[config.mk]
export PLATFORM = sky130hd
export DESIGN_NAME = frame_render_scheduler
export DESIGN_NICKNAME = d
export VERILOG_FILES = /design/src/rtl/frame_render_scheduler.sv
export SDC_FILE = /design/constraint.sdc
export NUM_CORES = 1
export LEC_CHECK = 0
export CAP_MARGIN = 20
export CORE_MARGIN = 5
export CORE_UTILIZATION = 29
export CTS_CLUSTER_SIZE = 14
export DETAILED_ROUTE_END_ITERATION = 16
export PLACE_DENSITY_LB_ADDON = 0.2
export SYNTH_ARGS = -nofsm -noshare
export SYNTH_HDL_FRONTEND = slang
export SYNTH_SLANG_ARGS = --single-unit
[constraint.sdc]
create_clock -name wb_clk_i -period 8.3 [get_ports wb_clk_i]
set_clock_uncertainty 0.2 [all_clocks]
set_input_delay 1.245 -clock wb_clk_i [delete_from_list [all_inputs] [get_ports wb_clk_i]]
set_output_delay 1.245 -clock wb_clk_i [all_outputs]
set_load 0.02 [all_outputs]
[src/rtl/frame_render_scheduler.sv]
// Frame render scheduler: walks the raster issuing pixel requests to a pipelined shader,
// buffers in-order results in a small FIFO and streams them out with a progress code.
module frame_render_scheduler #(
  parameter int IMG_W     = 64,
  parameter int IMG_H     = 64,
  parameter int MAX_OUT   = 4,
  parameter int DONE_HOLD = 16
) (
  input  logic                       wb_clk_i,
  input  logic                       wb_rst_i,
  input  logic                       start,
  output logic                       busy,
  output logic                       req_valid,
  input  logic                       req_ready,
  output logic [$clog2(IMG_W)-1:0]   req_x,
  output logic [$clog2(IMG_H)-1:0]   req_y,
  input  logic                       rsp_valid,
  output logic                       rsp_ready,
  input  logic [23:0]                rsp_rgb,
  output logic                       pix_valid,
  input  logic                       pix_ready,
  output logic [23:0]                pix_data,
  output logic                       pix_last,
  output logic [7:0]                 status
);

  localparam int XW  = $clog2(IMG_W);
  localparam int YW  = $clog2(IMG_H);
  localparam int CW  = XW + YW + 1;
  localparam int N   = IMG_W * IMG_H;
  localparam int GSH = XW + $clog2(IMG_H / 8);
  localparam int PW  = (MAX_OUT > 1) ? $clog2(MAX_OUT) : 1;
  localparam int FW  = $clog2(MAX_OUT + 1);
  localparam int HW  = $clog2(DONE_HOLD + 1);

  typedef enum logic [2:0] {
    S_IDLE,
    S_RUN,
    S_FLUSH,
    S_FLUSH2,
    S_DONE
  } state_e;

  state_e          state_q, state_d;
  logic [CW-1:0]   issued_q, issued_d;
  logic [CW-1:0]   emitted_q, emitted_d;
  logic [CW-1:0]   inflight;
  logic [CW-1:0]   row_grp;
  logic [PW-1:0]   rd_q, rd_d;
  logic [PW-1:0]   wr_q, wr_d;
  logic [FW-1:0]   cnt_q, cnt_d;
  logic [HW-1:0]   hold_q, hold_d;
  logic [23:0]     mem_q [MAX_OUT];
  logic            run;
  logic            req_fire;
  logic            rsp_fire;
  logic            pix_fire;

  function automatic logic [PW-1:0] ptr_inc(input logic [PW-1:0] p);
    return (p == PW'(MAX_OUT - 1)) ? '0 : p + PW'(1);
  endfunction

  assign run       = (state_q == S_RUN);
  assign busy      = (state_q != S_IDLE);
  assign inflight  = issued_q - emitted_q;
  assign req_valid = run && (issued_q < CW'(N)) && (inflight < CW'(MAX_OUT));
  assign req_x     = issued_q[XW-1:0];
  assign req_y     = issued_q[XW+YW-1:XW];
  assign rsp_ready = run;
  assign pix_valid = (cnt_q != '0);
  assign pix_data  = mem_q[rd_q];
  assign pix_last  = pix_valid && (emitted_q == CW'(N - 1));
  assign req_fire  = req_valid && req_ready;
  assign rsp_fire  = rsp_valid && rsp_ready;
  assign pix_fire  = pix_valid && pix_ready;
  assign row_grp   = emitted_q >> GSH;

  // Progress code: RUN counts completed eighths of the frame; FLUSH spans two cycles (09, 0A).
  always_comb begin
    status = 8'h00;
    unique case (state_q)
      S_IDLE:   status = 8'h00;
      S_RUN:    status = 8'h01 + 8'(row_grp);
      S_FLUSH:  status = 8'h09;
      S_FLUSH2: status = 8'h0A;
      S_DONE:   status = 8'hFF;
      default:  status = 8'h00;
    endcase
  end

  always_comb begin
    state_d   = state_q;
    issued_d  = issued_q;
    emitted_d = emitted_q;
    rd_d      = rd_q;
    wr_d      = wr_q;
    cnt_d     = cnt_q;
    hold_d    = hold_q;

    if (rsp_fire) wr_d = ptr_inc(wr_q);
    if (pix_fire) rd_d = ptr_inc(rd_q);
    unique case ({rsp_fire, pix_fire})
      2'b10:   cnt_d = cnt_q + FW'(1);
      2'b01:   cnt_d = cnt_q - FW'(1);
      default: cnt_d = cnt_q;
    endcase

    unique case (state_q)
      S_IDLE: begin
        if (start) begin
          state_d   = S_RUN;
          issued_d  = '0;
          emitted_d = '0;
        end
      end
      S_RUN: begin
        if (req_fire) issued_d  = issued_q + CW'(1);
        if (pix_fire) emitted_d = emitted_q + CW'(1);
        if (pix_fire && pix_last) state_d = S_FLUSH;
      end
      S_FLUSH:  state_d = S_FLUSH2;
      S_FLUSH2: begin
        state_d = S_DONE;
        hold_d  = '0;
      end
      S_DONE: begin
        hold_d = hold_q + HW'(1);
        if (hold_q == HW'(DONE_HOLD - 1)) state_d = S_IDLE;
      end
      default: state_d = S_IDLE;
    endcase
  end

  always_ff @(posedge wb_clk_i) begin
    if (wb_rst_i) begin
      state_q   <= S_IDLE;
      issued_q  <= '0;
      emitted_q <= '0;
      rd_q      <= '0;
      wr_q      <= '0;
      cnt_q     <= '0;
      hold_q    <= '0;
    end else begin
      state_q   <= state_d;
      issued_q  <= issued_d;
      emitted_q <= emitted_d;
      rd_q      <= rd_d;
      wr_q      <= wr_d;
      cnt_q     <= cnt_d;
      hold_q    <= hold_d;
    end
  end

  // Storage needs no reset: occupancy is tracked by cnt_q alone.
  always_ff @(posedge wb_clk_i) begin
    if (rsp_fire) mem_q[wr_q] <= rsp_rgb;
  end

endmodule

==> summary.log <==
[timing] final number of max-transition violations 0
[logic_synthesis] post-synthesis compound-gate area fraction 0.0780
[setup_path] highest net fanout along the worst path 10
[cells_and_area] synthesis-to-finish area growth 24.5%
[global_route] global-route met1 utilization 0.153
[global_route] met3 GRT Util 0.0360
[logic_synthesis] sequential fraction of the synthesis area 0.578
[timing] Final setup violation count 0
[pwr] PD cells 239 nW/um^2
[cts] number of clock sinks 139
[global_route] GR Layer Usage met2 0.186
[cells_and_area] most frequent cells in the layout sky130_fd_sc_hd__edfxtp_1 (96), sky130_fd_sc_hd__clkdlybuf4s50_1 (78), sky130_fd_sc_hd__dfxtp_1 (42)
[global_route] via count of the first global-routing pass 4,364
[logic_synthesis] synth unique cells 60
[global_route] total global routing track utilization 0.116
[timing] Worst Hold Margin 0.290 ns
[die] # rows 54
[setup_path] largest stage delay on the critical path 0.67 ns
[route] average routed wire per standard cell 16.7 um
[logic_synthesis] mux contribution to synthesized area 0.0943
[die] total I/O pin count 79
[logic_synthesis] simple-gate share of the synthesized area 0.132
[pwr] LEAKAGE 2.73 nW
[global_route] layer with the highest usage met2
[placement] post-detailed-placement cell area 7450 sq um
[route] number of detailed-route iterations in the first pass 4
[cells_and_area] number of fill cells in the layout 2,125
[setup_path] cell family with the largest share of critical-path delay simple AND/OR/NAND/NOR gates
[worst_hold_path] worst min-delay path startpoint rd_q[1]
[cts] clock root buffer sky130_fd_sc_hd__clkbuf_16
[logic_synthesis] Net Count, Synth 564
[logic_synthesis] cell count after synthesis 511
[timing] sum of negative setup slack 0 ns
[cells_and_area] fraction of the core area covered by cells at the end of the flow 0.368
[global_route] wire length of the first global-routing pass 23,500 um
[cts] Post CTS Setup Buffer Count 0
[die] area of the placeable core 21,900 sq um
[route] DRC 0
[logic_synthesis] synthesized flop and latch total 139
[setup_path] Data required, critical path 6.86 ns
[timing] achievable clock frequency 0.191 GHz
[die] starting density of the core 0.296
[outcome] status finished, final reports clean
[setup_path] Buffers & Inverters on Critical Path 2
[cts] worst-case clock buffer depth 2
[route] DR iter-0 viols 221
[die] full die area 25,400 sq um
[setup_path] cell with the biggest individual delay on the critical path sky130_fd_sc_hd__clkdlybuf4s50_1
[route] Vias 4,256
[timing] period utilisation layout 0.631
[logic_synthesis] count of flip-flops with a built-in enable after synthesis 96
[timing] Tmin final 5.24 ns
[pwr] maximum vdd drop 0.129 mV
[global_route] maximum number of pins on one net before global-route repair 25
[logic_synthesis] post-synthesis async set-or-reset flop share 0
[placement] Port Buffer Count 78
[timing] hold violation total from the final report 0
[timing] final worst-path setup slack 3.06 ns
[global_route] initial antenna violation count 0
[placement] Place WS 3.53 ns
[cts] CTS tree done
[cts] hold buffer count at cts 0
[route] detailed-route vias per instance 4.88
[cts] post-CTS clock slew at the launch and capture registers of the worst setup and hold paths 0.07 ns
[cells_and_area] number of nets in the layout 633
[cts] H-tree lvl count 4
[cts] CTS buffer count 17
[logic_synthesis] Mapped Area 6480 sq um
[logic_synthesis] post-synthesis share of cell area spent on xor and xnor gates 0.0257
[logic_synthesis] Synth Flop Type sky130_fd_sc_hd__edfxtp_1
[cts] number of gates resized after CTS 0
[logic_synthesis] mean cell area of the mapped netlist 12.7 sq um
[setup_path] critical register-to-register path startpoint emitted_q[2]
[setup_path] Worst Path Arrival 3.79 ns
[cts] insertion delay of the later-clocked pin in the worst-skew pair 0.41 ns
[cells_and_area] commonest non-fill, non-tap cell in the layout sky130_fd_sc_hd__edfxtp_1
[worst_hold_path] min-delay worst type reg -> reg
[setup_path] nature of the critical path endpoint output pin
[cells_and_area] fraction of final layout cells with drive strength greater than 1 0.128
[cells_and_area] post-route design area 8070 sq um
[logic_synthesis] warning count from the yosys run 0
[die] Die Wd 159 um
[cells_and_area] Antenna Cells 0
[logic_synthesis] combinational family with the most area after synthesis simple AND/OR/NAND/NOR gates
[timing] Worst-Margin Slew 0.976 ns
[setup_path] crit path from emitted_q[9]
[setup_path] nature of the critical path startpoint flop
[timing] unrepaired setup endpoints after global routing no
[placement] detailed placement HPWL 10,000 um
[global_route] GR Overflow Total 0
[route] wirelength, routed 14,600 um
[run] max_cap viols 0
[setup_path] worst path cell trace inv_1 -> ha_1 -> a21o_1 -> a21oi_1 -> o21ai_0 -> nor3b_1 -> nand4_1 -> or4_1 -> nor4b_1 -> clkdlybuf4s50_1
[setup_path] Setup CP Type reg -> out
[placement] Final Wtd Congestion 0.824
[die] die outline height 159 um
[route] Routed Antenna Nets 0
[timing] Relative slew margins 0.348
[logic_synthesis] adder-cell share of the synthesized area 0.0456
==> synthesized netlist by cell type (2+ instances only) <==
library cell / instances / share of area
sky130_fd_sc_hd__a2111oi_0: 3 / 0.0041
sky130_fd_sc_hd__a211oi_1: 3 / 0.0035
sky130_fd_sc_hd__a21o_1: 2 / 0.0023
sky130_fd_sc_hd__a21oi_1: 30 / 0.023
sky130_fd_sc_hd__a31oi_1: 2 / 0.0019
sky130_fd_sc_hd__and2_2: 2 / 0.0023
sky130_fd_sc_hd__and3_1: 8 / 0.0077
sky130_fd_sc_hd__and3_2: 2 / 0.0023
sky130_fd_sc_hd__buf_1: 3 / 0.0017
sky130_fd_sc_hd__buf_4: 14 / 0.016
sky130_fd_sc_hd__buf_6: 2 / 0.0035
sky130_fd_sc_hd__clkbuf_1: 12 / 0.0070
sky130_fd_sc_hd__dfxtp_1: 43 / 0.13
sky130_fd_sc_hd__edfxtp_1: 96 / 0.45
sky130_fd_sc_hd__ha_1: 22 / 0.042
sky130_fd_sc_hd__inv_1: 26 / 0.015
sky130_fd_sc_hd__mux2i_1: 7 / 0.011
sky130_fd_sc_hd__mux4_2: 24 / 0.083
sky130_fd_sc_hd__nand2_1: 39 / 0.023
sky130_fd_sc_hd__nand2b_1: 4 / 0.0039
sky130_fd_sc_hd__nand3_1: 17 / 0.013
sky130_fd_sc_hd__nand3b_1: 3 / 0.0035
sky130_fd_sc_hd__nand4_1: 4 / 0.0039
sky130_fd_sc_hd__nor2_1: 32 / 0.019
sky130_fd_sc_hd__nor2b_1: 4 / 0.0039
sky130_fd_sc_hd__nor3_1: 15 / 0.012
sky130_fd_sc_hd__nor3b_1: 2 / 0.0023
sky130_fd_sc_hd__nor4_1: 3 / 0.0029
sky130_fd_sc_hd__nor4b_1: 2 / 0.0027
sky130_fd_sc_hd__o211ai_1: 8 / 0.0093
sky130_fd_sc_hd__o21a_1: 2 / 0.0023
sky130_fd_sc_hd__o21ai_0: 14 / 0.011
sky130_fd_sc_hd__or2_2: 3 / 0.0029
sky130_fd_sc_hd__or3_1: 9 / 0.0087
sky130_fd_sc_hd__or4_1: 7 / 0.0081
sky130_fd_sc_hd__xnor2_1: 16 / 0.022
sky130_fd_sc_hd__xor2_1: 3 / 0.0041
==> final timing paths <==
check,end,slack [ns],cells past startpoint
worst max-delay path,req_valid,3.06,10
worst min-delay path,flop,0.29,2
worst max register to register,issued_q[9],4.58,10
worst min register to register,flop,0.29,2
==> cell type report <==
class / count / area [sq um] / area share
repair buffers: 83 / 818 / 0.101
multi-input cells: 312 / 2430 / 0.302
flip-flops and latches: 139 / 3740 / 0.464
well taps: 280 / 350 / 0.0434
clock inverters: 15 / 191 / 0.0237
clock buffers: 17 / 425 / 0.0527
inverters: 27 / 101 / 0.0126
==> power by group <==
| part | internal [mW] | total (mW) | leakage, nW | switching, mW |
|---|---|---|---|---|
| clock network | 0.460 | 0.780 | 0.304 | 0.320 |
| registers | 0.765 | 0.803 | 1.22 | 0.0376 |
| logic | 0.174 | 0.348 | 1.21 | 0.174 |
| total | 1.40 | 1.93 | 2.73 | 0.532 |
==> sequential cells by signal, summed over array words and instances, names as in the netlist, named ones only <==
register,flops
wr_q,2
mem_q,96
cnt_q,3
hold_q,5
issued_q,13
rd_q,2
state_q,3
emitted_q,13
==> worst register-to-register path, stage by stage, from the launching register on <==
cell and delay, ns:
sky130_fd_sc_hd__dfxtp_1 0.36, sky130_fd_sc_hd__inv_1 0.10, sky130_fd_sc_hd__ha_1 0.33, sky130_fd_sc_hd__a21o_1 0.20, sky130_fd_sc_hd__a31o_4 0.23, sky130_fd_sc_hd__a221o_1 0.37
sky130_fd_sc_hd__a2111o_1 0.46, sky130_fd_sc_hd__a2111oi_4 0.38, sky130_fd_sc_hd__nand4_4 0.32, sky130_fd_sc_hd__nor4_2 0.46, sky130_fd_sc_hd__mux2i_1 0.24
==> cell families after synthesis <==
kind of cell | Yosys count
adders and majority gates | 23
buffers and inverters | 60
muxes | 31
DFF | 139
and+or+nand+nor | 163
xor gates and xnor gates | 19
AOI/OAI and AO/OA | 76
==> per-stage QoR <==
stage	instances	power [mW]
after floorplan	511	1.03
after global placement	841	1.17
after detailed placement	841	1.17
after CTS	873	1.96
after global routing	873	2.02
final	873	1.93
==> metal layers <==
layer / share of wire / routed length (um) / vias to the layer above
met5: 0 / 0 / -
met2: 0.47 / 6890 / 87
met1: 0.47 / 6890 / 2101
li1: - / - / 2056
met4: 0.0091 / 133 / 0
met3: 0.048 / 697 / 12
No activity file was read; power rests on OpenSTA's default activity.
